### src/rtl/background_subtract_pkg.sv
// Shared definitions for the grayscale image stages: FSM states and default frame geometry.
package background_subtract_pkg;

  localparam int PIX_W         = 8;
  localparam int DEF_THRESHOLD = 50;
  localparam int DEF_WIDTH     = 720;
  localparam int DEF_HEIGHT    = 540;

  typedef enum logic [1:0] {
    S_READ  = 2'd0,
    S_CALC  = 2'd1,
    S_WRITE = 2'd2
  } state_t;

endpackage

### src/rtl/background_subtract_if.sv
// FIFO-side bundle of the background subtractor: two input FIFOs, one output FIFO, frame pulse.
interface background_subtract_if;
  import background_subtract_pkg::*;

  logic             bg_read_enable;
  logic [PIX_W-1:0] bg_din;
  logic             bg_fifo_empty;
  logic             fr_read_enable;
  logic [PIX_W-1:0] fr_din;
  logic             fr_fifo_empty;
  logic             write_enable;
  logic [PIX_W-1:0] data_out;
  logic             fifo_out_full;
  logic             frame_done;

  // master: the subtractor itself; slave: the surrounding FIFOs / environment
  modport master (
    output bg_read_enable, fr_read_enable, write_enable, data_out, frame_done,
    input  bg_din, bg_fifo_empty, fr_din, fr_fifo_empty, fifo_out_full
  );

  modport slave (
    input  bg_read_enable, fr_read_enable, write_enable, data_out, frame_done,
    output bg_din, bg_fifo_empty, fr_din, fr_fifo_empty, fifo_out_full
  );

endinterface

### src/rtl/background_subtract.sv
// Foreground mask generator: pops a background and a frame pixel together, thresholds their
// absolute difference and pushes 8'hFF/8'h00, pulsing frame_done after the last pixel of a frame.
module background_subtract
  import background_subtract_pkg::*;
#(
  parameter int THRESHOLD = DEF_THRESHOLD,
  parameter int WIDTH     = DEF_WIDTH,
  parameter int HEIGHT    = DEF_HEIGHT
) (
  input  logic                  clk,
  input  logic                  reset,
  background_subtract_if.master bus
);

  localparam int                PIXELS   = WIDTH * HEIGHT;
  localparam int                CNT_W    = (PIXELS > 1) ? $clog2(PIXELS) : 1;
  localparam logic [CNT_W-1:0]  LAST_PIX = CNT_W'(PIXELS - 1);
  localparam logic [PIX_W-1:0]  THRESH   = PIX_W'(THRESHOLD);

  function automatic logic [PIX_W-1:0] abs_diff(input logic [PIX_W-1:0] a,
                                                input logic [PIX_W-1:0] b);
    return (a >= b) ? (a - b) : (b - a);
  endfunction

  state_t           state, state_next;
  logic [PIX_W-1:0] bg_p0, fr_p0;
  logic [PIX_W-1:0] diff_p1;
  logic             hit_p1;
  logic [PIX_W-1:0] mask_p1;
  logic [CNT_W-1:0] pix_cnt;
  logic             frame_done_q;
  logic             rd_go, wr_go;

  always_ff @(posedge clk) begin
    if (reset) state <= S_READ;
    else       state <= state_next;
  end

  always_comb begin
    state_next = state;
    case (state)
      S_READ:  if (!bus.bg_fifo_empty && !bus.fr_fifo_empty) state_next = S_CALC;
      S_CALC:  state_next = S_WRITE;
      S_WRITE: if (!bus.fifo_out_full) state_next = S_READ;
      default: state_next = S_READ;
    endcase
  end

  // Enables are combinational from state and flags, gated off while reset is held
  always_comb begin
    rd_go = 1'b0;
    wr_go = 1'b0;
    if (!reset) begin
      rd_go = (state == S_READ) && !bus.bg_fifo_empty && !bus.fr_fifo_empty;
      wr_go = (state == S_WRITE) && !bus.fifo_out_full;
    end
  end

  always_comb begin
    diff_p1 = abs_diff(fr_p0, bg_p0);
    hit_p1  = (diff_p1 > THRESH);
  end

  // p0: pixel pair latched on the read; p1: mask registered in S_CALC; counter advances on writes
  always_ff @(posedge clk) begin
    if (reset) begin
      bg_p0        <= '0;
      fr_p0        <= '0;
      mask_p1      <= '0;
      pix_cnt      <= '0;
      frame_done_q <= 1'b0;
    end else begin
      frame_done_q <= 1'b0;
      if (rd_go) begin
        bg_p0 <= bus.bg_din;
        fr_p0 <= bus.fr_din;
      end
      if (state == S_CALC) mask_p1 <= hit_p1 ? 8'hFF : 8'h00;
      if (wr_go) begin
        if (pix_cnt == LAST_PIX) begin
          pix_cnt      <= '0;
          frame_done_q <= 1'b1;
        end else begin
          pix_cnt <= pix_cnt + CNT_W'(1);
        end
      end
    end
  end

  assign bus.bg_read_enable = rd_go;
  assign bus.fr_read_enable = rd_go;
  assign bus.write_enable   = wr_go;
  assign bus.data_out       = wr_go ? mask_p1 : 8'h00;
  assign bus.frame_done     = frame_done_q;

endmodule

### src/flat_wrapper.sv
// flat-port wrapper written by rule: the top's interface ports become plain ports
module background_subtract_flat import background_subtract_pkg::*;
#(
  parameter int THRESHOLD = DEF_THRESHOLD,
  parameter int WIDTH     = DEF_WIDTH,
  parameter int HEIGHT    = DEF_HEIGHT
)
  (clk, reset, bus_bg_read_enable, bus_fr_read_enable, bus_write_enable, bus_data_out, bus_frame_done, bus_bg_din, bus_bg_fifo_empty, bus_fr_din, bus_fr_fifo_empty, bus_fifo_out_full);
  background_subtract_if bus_i ();
  input  logic clk;
  input  logic reset;
  output wire logic [$bits(bus_i.bg_read_enable)-1:0] bus_bg_read_enable;
  output wire logic [$bits(bus_i.fr_read_enable)-1:0] bus_fr_read_enable;
  output wire logic [$bits(bus_i.write_enable)-1:0] bus_write_enable;
  output wire logic [$bits(bus_i.data_out)-1:0] bus_data_out;
  output wire logic [$bits(bus_i.frame_done)-1:0] bus_frame_done;
  input wire logic [$bits(bus_i.bg_din)-1:0] bus_bg_din;
  input wire logic [$bits(bus_i.bg_fifo_empty)-1:0] bus_bg_fifo_empty;
  input wire logic [$bits(bus_i.fr_din)-1:0] bus_fr_din;
  input wire logic [$bits(bus_i.fr_fifo_empty)-1:0] bus_fr_fifo_empty;
  input wire logic [$bits(bus_i.fifo_out_full)-1:0] bus_fifo_out_full;
  assign bus_bg_read_enable = bus_i.bg_read_enable;
  assign bus_fr_read_enable = bus_i.fr_read_enable;
  assign bus_write_enable = bus_i.write_enable;
  assign bus_data_out = bus_i.data_out;
  assign bus_frame_done = bus_i.frame_done;
  assign bus_i.bg_din = bus_bg_din;
  assign bus_i.bg_fifo_empty = bus_bg_fifo_empty;
  assign bus_i.fr_din = bus_fr_din;
  assign bus_i.fr_fifo_empty = bus_fr_fifo_empty;
  assign bus_i.fifo_out_full = bus_fifo_out_full;
  background_subtract #(.THRESHOLD(THRESHOLD), .WIDTH(WIDTH), .HEIGHT(HEIGHT)) u_core (.clk(clk), .reset(reset), .bus(bus_i));
endmodule
### config.mk
export PLATFORM = sky130hd
export DESIGN_NAME = background_subtract_flat
export DESIGN_NICKNAME = d
export VERILOG_FILES = /design/src/rtl/background_subtract_pkg.sv /design/src/rtl/background_subtract_if.sv /design/src/rtl/background_subtract.sv /design/src/flat_wrapper.sv
export SDC_FILE = /design/constraint.sdc
export NUM_CORES = 1
export LEC_CHECK = 0
export BUFFER_PORTS_ARGS = -buffer_cell sky130_fd_sc_hd__buf_4
export CAP_MARGIN = 20
export CORE_UTILIZATION = 40
export CTS_CLUSTER_SIZE = 28
export DETAILED_ROUTE_END_ITERATION = 8
export PLACE_DENSITY = 0.59
export SYNTH_ARGS = -nofsm -noshare
export SYNTH_HDL_FRONTEND = slang
export SYNTH_SLANG_ARGS = --single-unit
export TNS_END_PERCENT = 50
### constraint.sdc
create_clock -name clk -period 3.1 [get_ports clk]
set_clock_uncertainty 0.15 [all_clocks]
set_input_delay 0.465 -clock clk [delete_from_list [all_inputs] [get_ports clk]]
set_output_delay 0.465 -clock clk [all_outputs]
set_load 0.01 [all_outputs]
==> results.sh <==
export IMPL_status="completed"
export IMPL_cts_root_buffer_cell="clkbuf_8"
export IMPL_hpwlAfterDp_mm=3.46
export IMPL_syn_inst=274
export IMPL_maxCapViolCount=0
export IMPL_die_x_um=78.2
export IMPL_synth_main_ff_cell="dfxtp_1"
export IMPL_drive_gt1_frac=0.185
export IMPL_post_place_ws_ns=0.259
export IMPL_synth_edf_count=0
export IMPL_mostFrequentLayoutCell="dfxtp_1"
export IMPL_antenna_found_initial=0
export IMPL_grt_pass1_wl_mm=7.80
export IMPL_clock_latency_ns=0.29
export IMPL_max_stage_delay_ns=0.50
export IMPL_synth_nets=313
export IMPL_most_common_layout_cells="dfxtp_1, buf_4, nor2_1"
export IMPL_cts_sinks=39
export IMPL_dr_total_vias=1881
export IMPL_ys_seq_area_frac=0.337
export IMPL_setup_viol=0
export IMPL_synth_largest_area_cell="dfxtp_1"
export IMPL_met1_usage=0.188
export IMPL_diodes=0
export IMPL_grt_usage=0.162
export IMPL_cp_depth=9
export IMPL_placed_area_um2=2550
export IMPL_ys_ff_latch=39
export IMPL_tritoncts="done"
export IMPL_viasPerCell=5.10
export IMPL_worstMarginPinSlew_ns=0.476
export IMPL_fmax_ghz=0.352
export IMPL_peakVddDrop_mv=0.225
export IMPL_synthArstFlopShare=0
export IMPL_finalCriticalPeriod_ns=2.84
export IMPL_crit_arrival_ns=2.87
export IMPL_post_cts_buffers=0
export IMPL_die_area_um2=6110
export IMPL_cts_resized_gates=0
export IMPL_holdPathStages=3
export IMPL_grt_busiest_layer="met2"
export IMPL_hold_buffers=0
export IMPL_gp_congestion=0.789
export IMPL_nets=336
export IMPL_wl_per_cell_um=12.4
export IMPL_setup_tns_final_ns=0
export IMPL_avgSynthCellArea_um2=8.47
export IMPL_cts_htree_levels=2
export IMPL_io_buffers=32
export IMPL_cp_top_family="compound AO/OA/AOI/OAI gates"
export IMPL_path_cells="inv_1 > ha_1 > nor2b_1 > or2_2 > a2111oi_0 > nor4b_1 > a311oi_1 > o21ai_1 > o31a_1"
export IMPL_core_area_um2=5540
export IMPL_grt_pass1_vias=1791
export IMPL_mappedNetlistArea_um2=2320
export IMPL_r2r_slack_ns=0.26
export IMPL_r2r_cells=9
export IMPL_cp_required_ns=3.13
export IMPL_worst_setup_path_start_kind="flop"
export IMPL_setup_ws_ns=0.258
export IMPL_area_growth_pct=13.7
export IMPL_met2_usage=0.288
export IMPL_clk_pin_slew_ns=0.08
export IMPL_initial_core_util=0.419
export IMPL_finalPower_mw=1.12
export IMPL_placementRows=27
export IMPL_critPathMaxFanout=3
export IMPL_antenna_left=0
export IMPL_synthDistinctLibCells=53
export IMPL_cp_end_kind="flop"
export IMPL_dp_cells=362
export IMPL_hold_viol_final=0
export IMPL_min_path_type="input port to flop"
export IMPL_final_cell_area_um2=2640
export IMPL_cts_buffers=5
export IMPL_fillerInstances=541
export IMPL_gr_total_overflow=0
export IMPL_slowest_stage="a2111oi_0"
export IMPL_relSlewSlack=0.674
export IMPL_first_pass_iters=4
export IMPL_drt_initial_drc_count=81
export IMPL_path_class="flop to flop"
export IMPL_ios=33
export IMPL_power_leakage_nw=1.07
export IMPL_grt_start_max_net_pins=23
export IMPL_cp_buffers_inverters=1
export IMPL_synth_area_leaders="dfxtp_1, ha_1, o31ai_1"
export IMPL_final_cells=369
export IMPL_powerDensity_nw_per_um2=424
export IMPL_whs_ns=0.208
export IMPL_gr_usage_met3=0.0419
export IMPL_synth_top_area_share=0.337
export IMPL_die_y_um=78.2
export IMPL_rsz0062_at_grt="false"
export IMPL_cts_path_max_buffers=2
export IMPL_wirelength_mm=4.59
export IMPL_finish_utilization=0.476
export IMPL_synth_warnings=0
export IMPL_post_route_drc_count=0
export IMPL_report_final_slew_viol_count=0
export IMPL_final_min_period_over_clock_period=0.917
==> power breakdown <==
group          total, mW  internal, mW  switching [mW]
clock              0.332         0.154           0.179
combinational      0.263         0.122           0.141
sequential         0.523         0.515         0.00891
==> synthesized netlist by cell type, types with 3 or more instances <==
master	count
inv_1	24
xnor2_1	9
nand4_1	6
a21o_1	5
xor2_1	13
dfxtp_1	39
and3_1	3
a21oi_1	12
o21ai_0	4
nand3_1	9
nand2_1	24
ha_1	16
nand2b_1	3
and2_1	3
o31ai_1	16
nor2_1	28
buf_4	10
clkbuf_1	5
==> final timing paths <==
kind,start,end
worst max-delay path,u_core.fr_p0[1],u_core.mask_p1[6]
worst min-delay path,bus_fr_din[1],u_core.fr_p0[1]
worst max register to register,u_core.fr_p0[1],u_core.mask_p1[6]
worst min register to register,u_core.fr_p0[7],u_core.fr_p0[7]
==> worst register-to-register path: cells and delay by family (launching register included) <==
| kind | cells | cell delay [ns] |
|---|---|---|
| buffers and inverters | 1 | 0.12 |
| AO/OA/AOI/OAI | 4 | 1.16 |
| flip-flops | 1 | 0.40 |
| AND/OR/NAND/NOR | 3 | 0.57 |
| adder cells (fa/ha/maj) | 1 | 0.34 |
==> cell families after synthesis <==
| kind of cell | share of synthesized area |
|---|---|
| multiplexers | 0.00863 |
| buffers and inverters | 0.0906 |
| AO/OA/AOI/OAI | 0.155 |
| AND/OR/NAND/NOR | 0.222 |
| adder cells (fa/ha/maj) | 0.104 |
| flip-flops | 0.337 |
| XOR/XNOR | 0.0831 |
==> layer usage <==
metal	vias up	wire length (um)
met5	-	0
met3	7	161
met2	31	2270
met4	0	60
li1	976	-
met1	867	2100
==> layout make-up <==
cell class | count | area, um^2 | share of cell area
multi-input cells | 192 | 1330 | 0.505
repair buffers | 35 | 263 | 0.0996
clock inverters | 2 | 13.8 | 0.00522
well taps | 72 | 90.1 | 0.0342
inverters | 24 | 90.1 | 0.0342
flip-flops and latches | 39 | 781 | 0.296
clock buffers | 5 | 68.8 | 0.0261
==> registers in the layout, indices dropped and copies added, names as in the netlist <==
register / flops
u_core.mask_p1: 1
u_core.pix_cnt: 19
u_core.bus.frame_done: 1
u_core.bg_p0: 8
u_core.state: 2
u_core.fr_p0: 8
(Power assumes the default switching activity.)
